--- config.mk ---
export PLATFORM = sky130hd
export DESIGN_NAME = ram_ctrl
export DESIGN_NICKNAME = d
export VERILOG_FILES = /design/src/rtl/ram_ctrl.sv
export SDC_FILE = /design/constraint.sdc
export NUM_CORES = 2
export LEC_CHECK = 0
export BUFFER_PORTS_ARGS = -buffer_cell sky130_fd_sc_hd__buf_2
export CORE_MARGIN = 2
export CORE_UTILIZATION = 30
export DETAILED_ROUTE_END_ITERATION = 10
export PLACE_DENSITY = 0.43
export SYNTH_ARGS = -nofsm -noshare
export SYNTH_HDL_FRONTEND = slang
export SYNTH_SLANG_ARGS = --single-unit
--- constraint.sdc ---
create_clock -name clk -period 10.1 [get_ports clk]
set_input_delay 1.01 -clock clk [delete_from_list [all_inputs] [get_ports clk]]
set_output_delay 1.01 -clock clk [all_outputs]
set_load 0.02 [all_outputs]
--- src/rtl/ram_ctrl.sv ---
// ram_ctrl: single-port synchronous RAM behind a valid/ready request port.
// Byte-lane writes, an in-order read pipeline of READ_LAT stages, an optional
// post-reset zeroing sweep and out-of-range detection for reads and writes.
//
// Ports:
//   clk        rising-edge clock
//   rst_n      asynchronous active-low reset
//   req_valid  request present
//   req_ready  request accepted this cycle when high (IDLE only)
//   req_we     1 = write, 0 = read
//   req_addr   word address
//   req_wdata  write data
//   req_be     byte-lane write enables (ignored on reads)
//   rsp_valid  one-cycle pulse per accepted read, READ_LAT cycles later
//   rsp_rdata  read data, held while rsp_valid is low
//   rsp_err    read address was >= DEPTH (data is 0)
//   wr_err     one-cycle pulse: an accepted write was >= DEPTH and dropped
//   busy       clear sweep in progress
module ram_ctrl #(
    parameter int unsigned DATA_W         = 16,
    parameter int unsigned DEPTH          = 256,
    parameter int unsigned ADDR_W         = 16,
    parameter int unsigned READ_LAT       = 1,
    parameter bit          CLEAR_ON_RESET = 1'b0,
    parameter string       INIT_FILE      = "readmem/instructions.mem"
) (
    input  logic                   clk,
    input  logic                   rst_n,
    input  logic                   req_valid,
    output logic                   req_ready,
    input  logic                   req_we,
    input  logic [ADDR_W-1:0]      req_addr,
    input  logic [DATA_W-1:0]      req_wdata,
    input  logic [DATA_W/8-1:0]    req_be,
    output logic                   rsp_valid,
    output logic [DATA_W-1:0]      rsp_rdata,
    output logic                   rsp_err,
    output logic                   wr_err,
    output logic                   busy
);

    localparam int unsigned BE_W   = DATA_W / 8;
    localparam int unsigned MEM_AW = (DEPTH > 1) ? $clog2(DEPTH) : 1;

    localparam logic [1:0] ST_RESET = 2'd0;
    localparam logic [1:0] ST_CLEAR = 2'd1;
    localparam logic [1:0] ST_IDLE  = 2'd2;

    logic [DATA_W-1:0] mem_r [DEPTH];

    logic [1:0]        state_r;
    logic [1:0]        state_nxt_s;
    logic              ready_r;
    logic              busy_r;
    logic [MEM_AW-1:0] clr_addr_r;
    logic              wr_err_r;

    logic              accept_s;
    logic              in_range_s;
    logic              wr_ok_s;
    logic              rd_acc_s;
    logic              clr_we_s;
    logic [MEM_AW-1:0] mem_idx_s;

    // Read pipeline: stage READ_LAT-1 drives the response outputs.
    logic [READ_LAT-1:0] pv_r;
    logic [READ_LAT-1:0] pe_r;
    logic [DATA_W-1:0]   pd_r [READ_LAT];

    // Compare one bit wider than the address so DEPTH == 2**ADDR_W still works.
    assign in_range_s = ({1'b0, req_addr} < (ADDR_W + 1)'(DEPTH));
    assign accept_s   = req_valid && ready_r;
    assign wr_ok_s    = accept_s && req_we && in_range_s;
    assign rd_acc_s   = accept_s && !req_we;
    assign clr_we_s   = (state_r == ST_CLEAR);
    assign mem_idx_s  = req_addr[MEM_AW-1:0];

    // Next-state decode for the RESET -> (CLEAR) -> IDLE sequence.
    always_comb begin
        state_nxt_s = state_r;
        case (state_r)
            ST_RESET: begin
                if (CLEAR_ON_RESET) begin
                    state_nxt_s = ST_CLEAR;
                end else begin
                    state_nxt_s = ST_IDLE;
                end
            end
            ST_CLEAR: begin
                if (clr_addr_r == MEM_AW'(DEPTH - 1)) begin
                    state_nxt_s = ST_IDLE;
                end else begin
                    state_nxt_s = ST_CLEAR;
                end
            end
            ST_IDLE:  state_nxt_s = ST_IDLE;
            default:  state_nxt_s = ST_RESET;
        endcase
    end

    // State register with registered ready/busy decoded from the next state.
    always_ff @(posedge clk or negedge rst_n) begin
        if (!rst_n) begin
            state_r    <= ST_RESET;
            ready_r    <= 1'b0;
            busy_r     <= 1'b0;
            clr_addr_r <= '0;
        end else begin
            state_r <= state_nxt_s;
            ready_r <= (state_nxt_s == ST_IDLE);
            busy_r  <= (state_nxt_s == ST_CLEAR);
            if (clr_we_s) begin
                clr_addr_r <= clr_addr_r + MEM_AW'(1);
            end
        end
    end

    // Array write port: sweep zeroing or byte-lane request writes (never both,
    // since requests are only accepted in IDLE).
    always_ff @(posedge clk) begin
        if (clr_we_s) begin
            mem_r[clr_addr_r] <= '0;
        end else if (wr_ok_s) begin
            for (int unsigned i = 0; i < BE_W; i++) begin
                if (req_be[i]) begin
                    mem_r[mem_idx_s][8*i +: 8] <= req_wdata[8*i +: 8];
                end
            end
        end
    end

    // Read pipeline; data/err only advance with a valid token so the final
    // stage holds its last response during bubbles.
    always_ff @(posedge clk or negedge rst_n) begin
        if (!rst_n) begin
            pv_r <= '0;
            pe_r <= '0;
            for (int unsigned k = 0; k < READ_LAT; k++) begin
                pd_r[k] <= '0;
            end
        end else begin
            pv_r[0] <= rd_acc_s;
            if (rd_acc_s) begin
                pd_r[0] <= in_range_s ? mem_r[mem_idx_s] : '0;
                pe_r[0] <= !in_range_s;
            end
            for (int unsigned k = 1; k < READ_LAT; k++) begin
                pv_r[k] <= pv_r[k-1];
                if (pv_r[k-1]) begin
                    pd_r[k] <= pd_r[k-1];
                    pe_r[k] <= pe_r[k-1];
                end
            end
        end
    end

    // Dropped-write flag, one cycle after the out-of-range write is accepted.
    always_ff @(posedge clk or negedge rst_n) begin
        if (!rst_n) begin
            wr_err_r <= 1'b0;
        end else begin
            wr_err_r <= accept_s && req_we && !in_range_s;
        end
    end

    assign req_ready = ready_r;
    assign busy      = busy_r;
    assign rsp_valid = pv_r[READ_LAT-1];
    assign rsp_rdata = pd_r[READ_LAT-1];
    assign rsp_err   = pe_r[READ_LAT-1];
    assign wr_err    = wr_err_r;

endmodule

---- Word-level counts from Yosys, hierarchy flattened ----
Memory sizes are Yosys's and may differ from the RTL's.
Cells that the tools add are included.
operators by class
  add/subtract/negate cells ............... 1
  $lt $le $gt $ge ......................... 1
  equality and inequality tests ........... 5
  muxes and demuxes ....................... 16
  reductions and logical operators ........ 10
operators by type and width
  cell                                                  number
  two-way mux 16 bit                                    2
  < comparator 16 x 9 -> 1 bit (second input constant)  1
  OR reduction 16 bit                                   1
  two-way mux 1 bit                                     10
  adder 8 x 1 -> 8 bit (second input constant)          1
  equality test 8 bit (second input constant)           1
  two-way mux 8 bit                                     1
  logical AND 1 bit                                     5
  equality test 2 x 1 -> 1 bit (second input constant)  2
  equality test 2 bit (second input constant)           2
  two-way mux 2 bit                                     2
  one-hot mux 2 bit (2 select lines)                    1
  logical NOT 1 bit                                     2
  logical NOT 2 bit                                     1
  OR reduction 2 bit                                    1
storage, ports and cells
  register bits after elaboration ......... 31
  RAM bits ................................ 4096
  input bits .............................. 38
  output and inout bits ................... 21
  logic and storage cells ................. 42
  memories ................................ 1
memory list
  memory  words  bits a word  rd ports  clocked after memory_dff  write ports  line  text
  mem_r   256    16           1         0                         1            49    logic [DATA_W-1:0] mem_r [DEPTH];

---- Depth between registers and ports, before layout ----
  word-level depth ........................ 8
  depth in mapped cells ................... 13

---- Least setup slack after synthesis ----
No wires, ideal clock.
  kind .................................... input to register
  from .................................... input port req_addr[14]
  to ...................................... memory mem_r[0][10] (data pin)
  data arrival time ....................... 5.711 ns
  required time ........................... 9.230 ns
  setup slack ............................. 3.519 ns
  stages .................................. 6
  path through ............................ or4_4 -> nor3_2 -> nor3b_2 -> buf_2 -> clkbuf_1 -> and2_1
between the ends
  word-level cells in the longest chain between the ends .. 7
RTL lines
  item                                     line  text
  from (decl)                              32    input logic [ADDR_W-1:0] req_addr,
  < comparator 16 x 9 -> 1 bit *           71    assign in_range_s = ({1'b0, req_addr} < (ADDR_W + 1)'(DEPTH));
  logical AND 1 bit *                      73    assign wr_ok_s = accept_s && req_we && in_range_s;
  two-way mux 1 bit                        123   end else if (wr_ok_s) begin
  two-way mux 1 bit                        121   if (clr_we_s) begin
  two-way mux 1 bit (implied by the code)  126   mem_r[mem_idx_s][8*i +: 8] <= req_wdata[8*i +: 8];
  OR reduction 16 bit (no line) *          n/a
  two-way mux 16 bit (no line) *           n/a
  to (decl)                                49
Every way passes the cells marked *; elsewhere a longest branch is shown, timed or not.

---- Worst setup path after layout ----
  from .................................... input port req_addr[14]
  to ...................................... memory mem_r[57][3], enable pin
between the ends
  word-level cells in the longest chain between the ends .. 7
RTL lines
  item                                                                     line
  < comparator 16 x 9 -> 1 bit *                                           71
  logical AND 1 bit *                                                      73
  two-way mux 1 bit                                                        123
  two-way mux 1 bit                                                        121
  two-way mux 1 bit (implied by the code)                                  126
  OR reduction 16 bit (no line)                                            n/a
  two-way mux 8 bit (no line) / two-way mux 2 bit (equally long branches)  n/a
Marked as above.

==> metrics.csv <==
metric,value,unit
yosys_warnings,0,
grt_use_total,0.1931,
hold_buffers,0,
crit_arrival,6.56,ns
cp.required,10.72,ns
p_per_area,197.2,nW/um2
gr-total-overflow,0,
netlist_instances,7739,
ys_seq_elements,4127,
rows,268,
dp_cells,14537,
slew_viol_final,0,
start_kind,primary input,
yosysSeqAreaShare,0.7710,
die-area,541000,um2
layoutNonFillerInstCount,15393,
numPortBuffers,58,
tns,0,ns
fin_crit_sh,0.5884,
dpl_cell_area,168900,um2
nNetsFinal,8006,
dp_hpwl,323900,um
leakage,66.94,nW
fin_crit,5.942,ns
fmax,168.3,MHz
setup_viol,0,
cts_tree,built,
wl_per_cell,34.74,um
cp_max_fo,22,
end_kind,flip-flop,
dr.pass1.iters,6,
irDropWorstVdd,0.0001421,V
clock_skew,0.04900,ns
postCtsSetupRepairBufs,0,
cts_htree_levels,5,
grt_max_degree,162,
core,532800,um2
drive_gt1_frac,0.2260,
multiInputGateArea,34080,um2
ios,59,
num_vias,81942,
synthTopCellsByArea,"edfxtp_1 (77%), mux4_2 (12%), mux2i_1 (2.6%)",
crit_buf_inv,2,
grt_pass1_wl,729900,um
grt_setup_unrepaired,false,
clkTransAtPathRegs,0.06,ns
hold_path_class,primary input to asynchronous set/reset pin,
synth_ff_type,edfxtp_1,
antenna_found_initial,58,
synth_edf_count,4096,
status,finished clean,
synth.distinct_cells,70,
cts.repair.resized,0,
synth_area,160500,um2
die_h,735.5,um
async_flop_share,0.007512,
worst_path_max_delay_cell,nand2_1,
initial_core_util,0.3013,
routed_wl,534700,um
numCtsBuffers,448,
gp_congestion,0.8142,
fill_cells,49208,
clk_latency,1.03,ns
cts_max_path_buffers,4,
first_global_vias,82717,
cts_root_buf,clkbuf_16,
netlist.area_leader.share,0.7661,
timing.hold.ws,0.1333,ns
slew_headroom,0.1456,
synth_top_area_cell,edfxtp_1,
via_per_inst,5.323,
worst_slew_pin_slew,1.268,ns
final_cell_mix,"edfxtp_1 (4096), mux4_2 (870), nor2_1 (563), clkbuf_16 (453), mux2i_1 (417)",
hold_viol,0,
first_iter_violations,10481,
crit_path_cell_trace,"buf_2, or4_4, nor3_2, nand2_1, o21ai_1, nand2_4, buf_4, nor2_1",
synth_area_per_cell,20.74,um2
seqCellArea,123800,um2
crit_family,simple AND/OR/NAND/NOR gates,
synth_nets,7778,
die_x,735.5,um
drc,0,
final_common_cell,edfxtp_1,
cpPeakStageDelay,0.92,ns
crit_type,primary input to flip-flop,
cap_violations,0,
drt.antenna.violating_nets,0,
clock_sinks,4127,
area_delta_synth_final,14.57,%
finalInstanceArea,183900,um2
sequential cells by signal (all words and copies together), names as in the netlist:
signal      flops
wr_err          1
busy            1
rsp_err         1
rsp_valid       1
req_ready       1
mem_r        4096
clr_addr_r      8
rsp_rdata      16
state_r         2
cell type report:
| type | count | area share |
|---|---|---|
| sequential | 4127 | 0.6729 |
| multi-input combinational | 3117 | 0.1853 |
| clock buffer | 535 | 0.06379 |
| tap | 7020 | 0.04775 |
| clock inverter | 293 | 0.01754 |
| timing repair buffer | 268 | 0.01216 |
| antenna | 28 | 0.0003809 |
| inverter | 5 | 0.0001973 |
worst paths after layout:
kind	from	to	slack, ns	cells past startpoint
max	req_addr[14]	mem_r[57][3]	4.16	8
max in group asynchronous	rst_n	rsp_rdata[14]	9.36	2
min reg2reg	rsp_rdata[13]	rsp_rdata[13]	0.47	2
max reg2reg	req_ready	mem_r[57][3]	4.30	7
min in group clk	req_we	wr_err	0.32	3
min	rst_n	rsp_valid	0.13	2
through the flow:
step / setup WS (ns) / total power, mW / utilization
final: 4.158 / 36.27 / 0.3452
after global routing: 4.121 / 37.20 / 0.3451
after CTS: 4.324 / 36.54 / 0.3451
after detailed placement: 3.246 / 19.86 / 0.3170
after global placement: 3.245 / 19.86 / 0.3170
after floorplan: 3.519 / 19.46 / -
kinds of logic after synthesis:
group                    synth area share
buffers and inverters             0.01905
AO/OA/AOI/OAI                     0.03153
adder cells (fa/ha/maj)        0.00007792
flip-flops                         0.7710
XOR/XNOR                        0.0003819
multiplexers                       0.1494
AND/OR/NAND/NOR                   0.02863
Yosys cell counts (39+ instances only):
cell type,instances
o21ai_0,55
nor2_1,574
o22ai_1,115
buf_4,43
nor3_1,52
o221ai_1,96
nand3_1,64
clkbuf_1,173
mux2i_1,417
edfxtp_1,4096
a31oi_1,39
a21oi_1,137
a22oi_1,109
mux4_2,870
buf_6,75
buf_2,153
nand2_1,237
report_power, final:
| group | leakage [nW] | switching (mW) | internal [mW] |
|---|---|---|---|
| clock | 7.30 | 6.95 | 9.83 |
| sequential | 48.1 | 0.000403 | 18.5 |
| combinational | 11.6 | 0.679 | 0.270 |
| total | 66.9 | 7.63 | 28.6 |
routing by layer:
metal | wire length, um | up-vias | share of wire | GRT usage
li1 | - | 32722 | - | -
met1 | 234400 | 44969 | 0.44 | 0.2773
met2 | 250400 | 3563 | 0.47 | 0.3082
met3 | 36750 | 668 | 0.069 | 0.03056
met4 | 13080 | 20 | 0.024 | 0.04533
met5 | 141 | - | 0.00026 | 0
No activity file was read; power rests on OpenSTA's default activity.
